**config.mk**
```make
export PLATFORM = sky130hd
export DESIGN_NAME = countdown_timer
export DESIGN_NICKNAME = d
export VERILOG_FILES = /design/src/rtl/countdown_timer_pkg.sv /design/src/rtl/countdown_timer.sv
export SDC_FILE = /design/constraint.sdc
export NUM_CORES = 1
export LEC_CHECK = 0
export ABC_AREA = 1
export CAP_MARGIN = 20
export CORE_UTILIZATION = 45
export DETAILED_ROUTE_END_ITERATION = 10
export GPL_ROUTABILITY_DRIVEN = 0
export PLACE_DENSITY_LB_ADDON = 0.15
export SETUP_SLACK_MARGIN = 0.1
export SKIP_CTS_REPAIR_TIMING = 1
export SYNTH_ARGS = -nofsm -noshare
export SYNTH_HDL_FRONTEND = slang
export SYNTH_SLANG_ARGS = --single-unit
```
**constraint.sdc**
```tcl
create_clock -name clk_i -period 3.66 [get_ports clk_i]
set_clock_uncertainty 0.2 [all_clocks]
set_input_delay 0.732 -clock clk_i [delete_from_list [all_inputs] [get_ports clk_i]]
set_output_delay 0.732 -clock clk_i [all_outputs]
set_load 0.005 [all_outputs]
```
**src/rtl/countdown_timer_pkg.sv**
```systemverilog
// Shared definitions for the countdown timer: state encoding and default width.
package countdown_timer_pkg;

    // IDLE/RUN encoding shared with the companion up-counter
    typedef enum logic {
        ST_IDLE = 1'b0,
        ST_RUN  = 1'b1
    } state_e;

    localparam int unsigned SIZE_DEFAULT = 4;

endpackage

```
**src/rtl/countdown_timer.sv**
```systemverilog
// Loadable down-counter timer with one-shot and auto-reload modes.
// Loads N from data, decrements on enabled cycles and emits a one-cycle tc
// pulse on the N-th enabled edge. A load of 0 behaves like a load of 1.
module countdown_timer
    import countdown_timer_pkg::*;
#(
    parameter int unsigned SIZE = SIZE_DEFAULT
) (
    input  logic            clk_i,
    input  logic            r_ni,
    input  logic            start_i,
    input  logic            stop_i,
    input  logic            e_i,
    input  logic            reload_i,
    input  logic [SIZE-1:0] data_i,
    output logic            busy_o,
    output logic            tc_o,
    output logic [SIZE-1:0] count_o
);

    localparam logic [SIZE-1:0] ONE = {{(SIZE-1){1'b0}}, 1'b1};

    state_e          state_q;
    logic [SIZE-1:0] count_q;
    logic [SIZE-1:0] load_val_q;
    logic            busy_q;
    logic            tc_q;

    logic [SIZE-1:0] count_dec_d;
    logic            terminal_d;

    // Next-count and terminal-detect: full-width unsigned compare, so 0 and 1 both expire
    always_comb begin
        count_dec_d = count_q - ONE;
        terminal_d  = (count_q <= ONE);
    end

    // State, count, reload value and registered outputs; priority stop > start > enable
    always_ff @(posedge clk_i or negedge r_ni) begin
        if (!r_ni) begin
            state_q    <= ST_IDLE;
            count_q    <= '0;
            load_val_q <= '0;
            busy_q     <= 1'b0;
            tc_q       <= 1'b0;
        end else begin
            tc_q <= 1'b0;
            if (stop_i) begin
                // Abort keeps the count visible for inspection
                state_q <= ST_IDLE;
                busy_q  <= 1'b0;
            end else if (start_i) begin
                // Load (or restart) discards any count in progress without a tc
                count_q    <= data_i;
                load_val_q <= data_i;
                busy_q     <= 1'b1;
                state_q    <= ST_RUN;
            end else if (state_q == ST_RUN && e_i) begin
                if (terminal_d) begin
                    tc_q <= 1'b1;
                    if (reload_i) begin
                        count_q <= load_val_q;
                    end else begin
                        count_q <= '0;
                        busy_q  <= 1'b0;
                        state_q <= ST_IDLE;
                    end
                end else begin
                    count_q <= count_dec_d;
                end
            end
        end
    end

    assign busy_o  = busy_q;
    assign tc_o    = tc_q;
    assign count_o = count_q;

endmodule
```
Word level (Yosys, flattened, before mapping)
Index checks and enable logic that the tools add are counted.

operators by class
  add/sub/neg operators = 1
  $lt $le $gt $ge = 1
  eq/ne operators = 1
  muxes and demuxes = 13
  bitwise operators = 1
  reduce and logical (&&, ||, !) cells = 7

operators by type and width
  cell                                                                               number
  4-bit two-way mux                                                                  4
  1-bit two-way mux                                                                  9
  3-bit nonzero test                                                                 2
  4-bit by 1-bit less-or-equal comparator with 1-bit output (second input constant)  1
  2-bit AND reduction                                                                2
  4-bit by 1-bit subtractor with 4-bit output (second input constant)                1
  3-bit != test (second input constant)                                              1
  3-bit AND reduction                                                                1
  2-bit nonzero test                                                                 1
  1-bit logical AND                                                                  1
  1-bit inverter                                                                     1

storage, ports and cells
  register bits after elaboration = 10
  bits of input ports = 10
  output and inout port bits = 6
  logic and storage cells = 28

Depth between registers and ports, before layout
Gate-level depths: netlist of run 1.

  depth in word-level cells = 5
  depth in mapped cells = 8
  mapped depth without buffers = 8

Worst setup path before layout of run 1
No wires, ideal clock.

  kind = in2reg
  from = input start_i
  to = register count_q[0] (netlist: count_o[0])
  library setup time = 116 ps
  arrival time = 1187 ps
  path slack = 2156 ps
  cell stages on the path = 7
  cells stage by stage = buf_6 inv_4 nand2_4 nand2_4 a21oi_2 nand2_1 nand2_1

between the ends
  word-level cells in the longest chain between the ends = 2

RTL lines
  what                                  RTL line               text
  start: declaration                    countdown_timer.sv:11  input logic start_i,
  2-bit nonzero test (no source line)   n/a
  2-bit AND reduction (no source line)  n/a
  end signal: assignment                countdown_timer.sv:54  count_q <= data_i;
  end signal: assignment                countdown_timer.sv:62  count_q <= load_val_q;
  end signal: assignment                countdown_timer.sv:69  count_q <= count_dec_d;
  end: declaration                      countdown_timer.sv:24  logic [SIZE-1:0] count_q;

Several ways; a longest one is shown, not always the timed one.
A chain may end at the register's enable or synchronous reset.

Final worst setup path of run 1
  from = register count_q[3] (netlist: count_o[3])
  to = output count_o[3]

RTL lines
  what              RTL line               text
  end: declaration  countdown_timer.sv:18  output logic [SIZE-1:0] count_o

No word-level cell between the ends.

==> impl_results.md, run 1 <==
- Outcome: complete, no violations
- Slew Limit Fails: 0
- Fmax: approximately 460 MHz
- Final Cell Area: 792 µm²
- Diodes inserted: 0
- Yosys reg bits: 10
- Top delay family on crit path: buffers and inverters
- Syn_area_per_cell: 7.66 µm²
- HP Class: register to register
- Leading area contributor after synthesis: dfrtp_1
- WHS Path Cells: 2
- Worst reg-to-reg path cell count: 8
- Filler cells: ~120
- Syn nets: 92
- Min-delay src: load_val_q[1]
- # clock sinks: 10
- Largest net degree at the start of global routing: 11
- DRT iter0 DRCs: 12
- Clk Tree Root Cell: clkbuf_4
- Number of library cell types mapped by synthesis: 18
- Post-Route Utilization: 0.668
- Initial antenna violation count: 0
- Worst hold slack: roughly 0.28 ns
- Peak supply drop: between 200 and 300 µV
- Clock tree buffer depth: 2
- Vias: 550
- Most frequent cell after synthesis: nand2_1
- DRT Pass-1 Iters: 4
- Reg2reg start: count_o[0]
- Routed length per instance: 10.8 µm
- Register Area: roughly 250 µm²
- Total track usage: 0.196
- Setup_tns: 0 ns
- Clock-pin slew on the worst setup and hold paths: ~0.06 ns
- Starting density of the core: 0.517
- Final wirelength: 1.20 mm
- Dpl hpwl: 953 µm
- H-tree levels: 1
- Die Y: roughly 39 µm
- Worst Setup Path Type: register to primary output
- Unrepaired setup endpoints after global routing: false
- Final global-route overflow total: 0
- Die X: around 39 µm
- # setup viols final: 0
- Leading cell types by count after synthesis: 27 x nand2_1, 10 x dfrtp_1, 10 x inv_1
- Worst-skew pair later-pin latency: roughly 0.26 ns
- Row cnt: 12
- Post-synth EDFFs: 0
- Worst R2R Setup Slack: between 2 and 2.5 ns
- Area after DPL: 769 µm²
- Setup crit start kind: register
- YS warnings: 0
- DR vias/cell: about 5
- PD cells: approximately 440 nW/µm²
- Register area share after synthesis: 0.408
- Reg-to-Reg End: count_o[1]
- First-pass GRT wire length: 1.93 mm
- Top FF cell, synth: dfrtp_1
- Synthesized area: just over 600 µm²
- Placed instance count: between 100 and 150
- Fin crit share: 0.592
- CP max FO: 6
- Worst path max stage delay: between 0.5 and 0.6 ns
- Area of the multi-input gates: slightly above 300 µm²
- Num CTS Buffers: 3
- Hold Vio Cnt, Final: 0
- Pleak: between 0.3 and 0.4 nW
- Async set-reset flop share out of synthesis: 1.00
- Relative slew slack: 0.697
- Critical path arrival: between 1 and 1.5 ns
- Synth top area cells: dfrtp_1 41%, nand2_1 17%, inv_1 6.1%, a21oi_2 5.7%, nand3_1 5.7%
- # DRC: 0
- CP Capture Type: primary output
- Slowest cell on the critical path: clkdlybuf4s50_1
- CP cell instances: clkdlybuf4s50_1
- Antenna violation net count after detailed routing: 0
- Final Non-Filler Cells: between 100 and 150
- Share of cells above drive strength 1: 0.144
- Synth top area share: 0.408
- Layout net count: 111
- CTS tree: done
- Tightest Pin Transition: 0.453 ns
- Core area: about 1200 µm²
- Worst Hold End: load_val_q[1]
- Full die area: 1510 µm²
- CP Data Required Time: between 2 and 3 ns
- Min Tclk post-route: ~2.2 ns
- I/O pin cnt: 16
- PortBufs: 15
- Vias in the first global route: 477
- Synthesized instance count: 80
- Crit path buf inv count: 1
- Max-cap viol count: 0
- Layout area overhead: 29.2%
-- stage by stage --
| stage | total power [W] | worst slack (ns) |
|---|---|---|
| after floorplan | 0.000227 | 2.16 |
| after global placement | 0.000276 | 1.45 |
| after detailed placement | 0.000279 | 1.38 |
| after CTS | 0.000351 | 1.50 |
| after global routing | 0.000375 | 1.46 |
| final | 0.000347 | 1.49 |
-- area by class of cell --
cell class	instances	share of cell area
multi-input combinational	57	0.384
sequential	10	0.316
timing repair buffer	15	0.190
inverter	12	0.0600
clock buffer	3	0.0284
tap	14	0.0221
-- metal layers --
layer,wire length [µm],vias to the layer above,global-route usage
li1,-,291,-
met1,540,238,0.215
met2,564,21,0.338
met3,96,0,0.0867
met4,0,0,0.0517
met5,0,-,0
-- logic make-up after synthesis --
family,count (synthesis),share of synthesized area
flip-flops,10,0.408
AO/OA/AOI/OAI,11,0.120
adder cells (fa/ha/maj),2,0.0408
buffers and inverters,13,0.0959
AND/OR/NAND/NOR,44,0.335
-- layout by cell type, fill, tap and decap left out, types with 2 or more instances in the layout --
cell | Yosys | final
a21oi_2 | 4 | 4
clkbuf_4 | 0 | 3
clkdlybuf4s50_1 | 0 | 15
dfrtp_1 | 10 | 10
ha_1 | 2 | 2
inv_1 | 10 | 10
nand2_1 | 27 | 27
nand2_4 | 2 | 2
nand3_1 | 7 | 7
nor2_1 | 3 | 3
o21ai_0 | 6 | 6
-- registers in the layout (all words and copies together), names as in the netlist --
| register | flops |
|---|---|
| load_val_q | 4 |
| busy_o | 1 |
| count_o | 4 |
| tc_o | 1 |
-- worst max-delay path by stage --
stage / end / slack [ns] / start / depth (start not counted)
3_5_place_dp: load_val_q[2] / 1.38 / start_i / 3
6_report: count_o[3] / 1.49 / count_o[3] / 1
4_1_cts: count_o[3] / 1.50 / count_o[3] / 1
2_1_floorplan: count_o[0] / 2.16 / start_i / 7
3_3_place_gp: load_val_q[1] / 1.45 / start_i / 4
5_1_grt: count_o[3] / 1.46 / count_o[3] / 1
-- power breakdown --
part | leakage, nW | switching (W) | internal, W | total (W)
clock | 0.0138 | 0.0000339 | 0.0000378 | 0.0000717
sequential | 0.125 | 0.0000168 | 0.000127 | 0.000144
combinational | 0.253 | 0.0000696 | 0.0000617 | 0.000131
total | 0.391 | 0.000120 | 0.000227 | 0.000347
No activity file was read; power rests on OpenSTA's default activity.
==> inputs of run 2 (changes only) <==
==> constraint.sdc (replaced) <==
create_clock -name clk_i -period 2.2 [get_ports clk_i]
set_clock_uncertainty 0.2 [all_clocks]
set_input_delay 0.44 -clock clk_i [delete_from_list [all_inputs] [get_ports clk_i]]
set_output_delay 0.44 -clock clk_i [all_outputs]
set_load 0.005 [all_outputs]
==> impl_results.md, run 2 (same netlist as run 1, synthesis figures left out) <==
- Fin crit share: 0.851
- Max-cap viol count: 0 (unchanged)
- CP max FO: 6 (unchanged)
- Worst R2R Setup Slack: 0.70 ns (was 2.11 ns)
- Die X: 38.9 µm (unchanged)
- Tightest Pin Transition: 0.458 ns (was 0.453 ns)
- Worst path max stage delay: 0.53 ns (about the same)
- CP cell instances: clkdlybuf4s50_1 (unchanged)
- Filler cells: 116 (was 115)
- Top delay family on crit path: buffers and inverters (unchanged)
- Pleak: 0.398 nW (was 0.391 nW)
- Reg2reg start: count_o[0] (unchanged)
- Unrepaired setup endpoints after global routing: false (unchanged)
- Final global-route overflow total: 0 (unchanged)
- CTS tree: done (unchanged)
- # clock sinks: 10 (unchanged)
- Num CTS Buffers: 3 (unchanged)
- Min Tclk post-route: between 1.5 and 2 ns
- Final Non-Filler Cells: 112 (was 111)
- Worst Setup SP: count_o[3] (unchanged)
- Worst Setup Path Type: register to primary output (unchanged)
- Dpl hpwl: 913 µm (was 953 µm)
- Clock tree buffer depth: 2 (unchanged)
- HP Class: input pin to asynchronous set/reset pin (was register to register)
- H-tree levels: 1 (unchanged)
- Antenna violation net count after detailed routing: 0 (unchanged)
- Relative slew slack: 0.694 (was 0.697)
- DR vias/cell: 4.96 (was 4.95)
- Core area: 1190 µm² (unchanged)
- Peak supply drop: 451 µV (was 290 µV)
- Clk Tree Root Cell: clkbuf_4 (unchanged)
- Clock-pin slew on the worst setup and hold paths: 0.07 ns (was 0.06 ns)
- Total track usage: 0.197 (was 0.196)
- PortBufs: 15 (unchanged)
- PD cells: 769 nW/µm² (was 438 nW/µm²)
- Die Y: 38.9 µm (unchanged)
- CP Data Required Time: 1.56 ns (was 2.73 ns)
- DRT Pass-1 Iters: 4 (unchanged)
- Power Total: 0.000620 W (was 0.000347 W)
- Slowest cell on the critical path: clkdlybuf4s50_1 (unchanged)
- Most common cell after layout, fill and taps aside: nand2_1 (unchanged)
- # DRC: 0 (unchanged)
- Reg-to-Reg End: count_o[0] (was count_o[1])
- DRT iter0 DRCs: 14 (was 12)
- Vias: 556 (was 550)
- Crit path buf inv count: 1 (unchanged)
- Initial antenna violation count: 0 (unchanged)
- Fmax: approximately 530 MHz
- Layout area overhead: 31.4% (was 29.2%)
- CP Capture Type: primary output (unchanged)
- Worst-skew pair later-pin latency: 0.27 ns (was 0.26 ns)
- Full die area: 1510 µm² (unchanged)
- CP endpoint: count_o[3] (unchanged)
- Placed instance count: 108 (unchanged)
- Most frequent cells in the layout: 27 x nand2_1, 15 x clkdlybuf4s50_1, 10 x inv_1, 10 x dfrtp_1, 7 x nand3_1 (unchanged)
- Row cnt: 12 (unchanged)
- Setup crit start kind: register (unchanged)
- I/O pin cnt: 16 (unchanged)
- Largest net degree at the start of global routing: 11 (unchanged)
- Routed length per instance: 10.9 µm (was 10.8 µm)
- Outcome: complete, no violations (unchanged)
- First-pass GRT wire length: 1.90 mm (was 1.93 mm)
- Hold Vio Cnt, Final: 0 (unchanged)
- Setup_tns: 0 ns (unchanged)
- Layout net count: 111 (unchanged)
- Starting density of the core: 0.517 (unchanged)
- Slew Limit Fails: 0 (unchanged)
- Critical path arrival: 1.23 ns (about the same)
- Worst reg-to-reg path cell count: 8 (unchanged)
- Worst hold slack: 0.283 ns (was 0.284 ns)
- Diodes inserted: 0 (unchanged)
- Share of cells above drive strength 1: 0.153 (was 0.144)
- Final wirelength: 1.22 mm (was 1.20 mm)
- Vias in the first global route: 501 (was 477)
- Critical path depth: 1 (unchanged)
- # setup viols final: 0 (unchanged)
==> run 2: how the worst min path moves through the flow <==
stage                             start            end  slack [ns]  depth (start not counted)
after floorplan                    r_ni         busy_o       -0.06                          0
after global placement    load_val_q[0]  load_val_q[0]        0.28                          2
after detailed placement  load_val_q[0]  load_val_q[0]        0.29                          2
after CTS                          r_ni     count_o[3]        0.30                          1
after global routing               r_ni     count_o[3]        0.31                          1
final                              r_ni     count_o[2]        0.28                          1
==> run 2: layout make-up <==
cell class	count	area (µm²)	share of cell area
Clock buffer	4	36.3	0.0450
Inverter	12	47.5	0.0590
Multi-Input combinational cell	57	304	0.377
Sequential cell	10	250	0.311
Tap cell	14	17.5	0.0217
Timing Repair Buffer	15	150	0.186
==> run 2: where the power goes <==
part / switching, W / total (W) / internal, W
Clock: 0.0000641 / 0.000165 / 0.000101
Combinational: 0.000112 / 0.000215 / 0.000103
Sequential: 0.0000283 / 0.000240 / 0.000212
==> run 2: routing by layer <==
metal | vias up | global-route usage | routed length (µm)
met4 | 0 | 0.0862 | 26
li1 | 289 | - | -
met3 | 4 | 0.104 | 89
met5 | - | 0 | 0
met1 | 238 | 0.217 | 527
met2 | 25 | 0.313 | 577
==> run 2: stage by stage <==
stage	utilization	setup WS, ns	cell area [µm²]
final	0.679	0.327	806
after global routing	0.679	0.270	806
after CTS	0.679	0.318	806
after detailed placement	0.649	0.265	769
after global placement	0.649	0.306	769
after floorplan	-	0.777	613
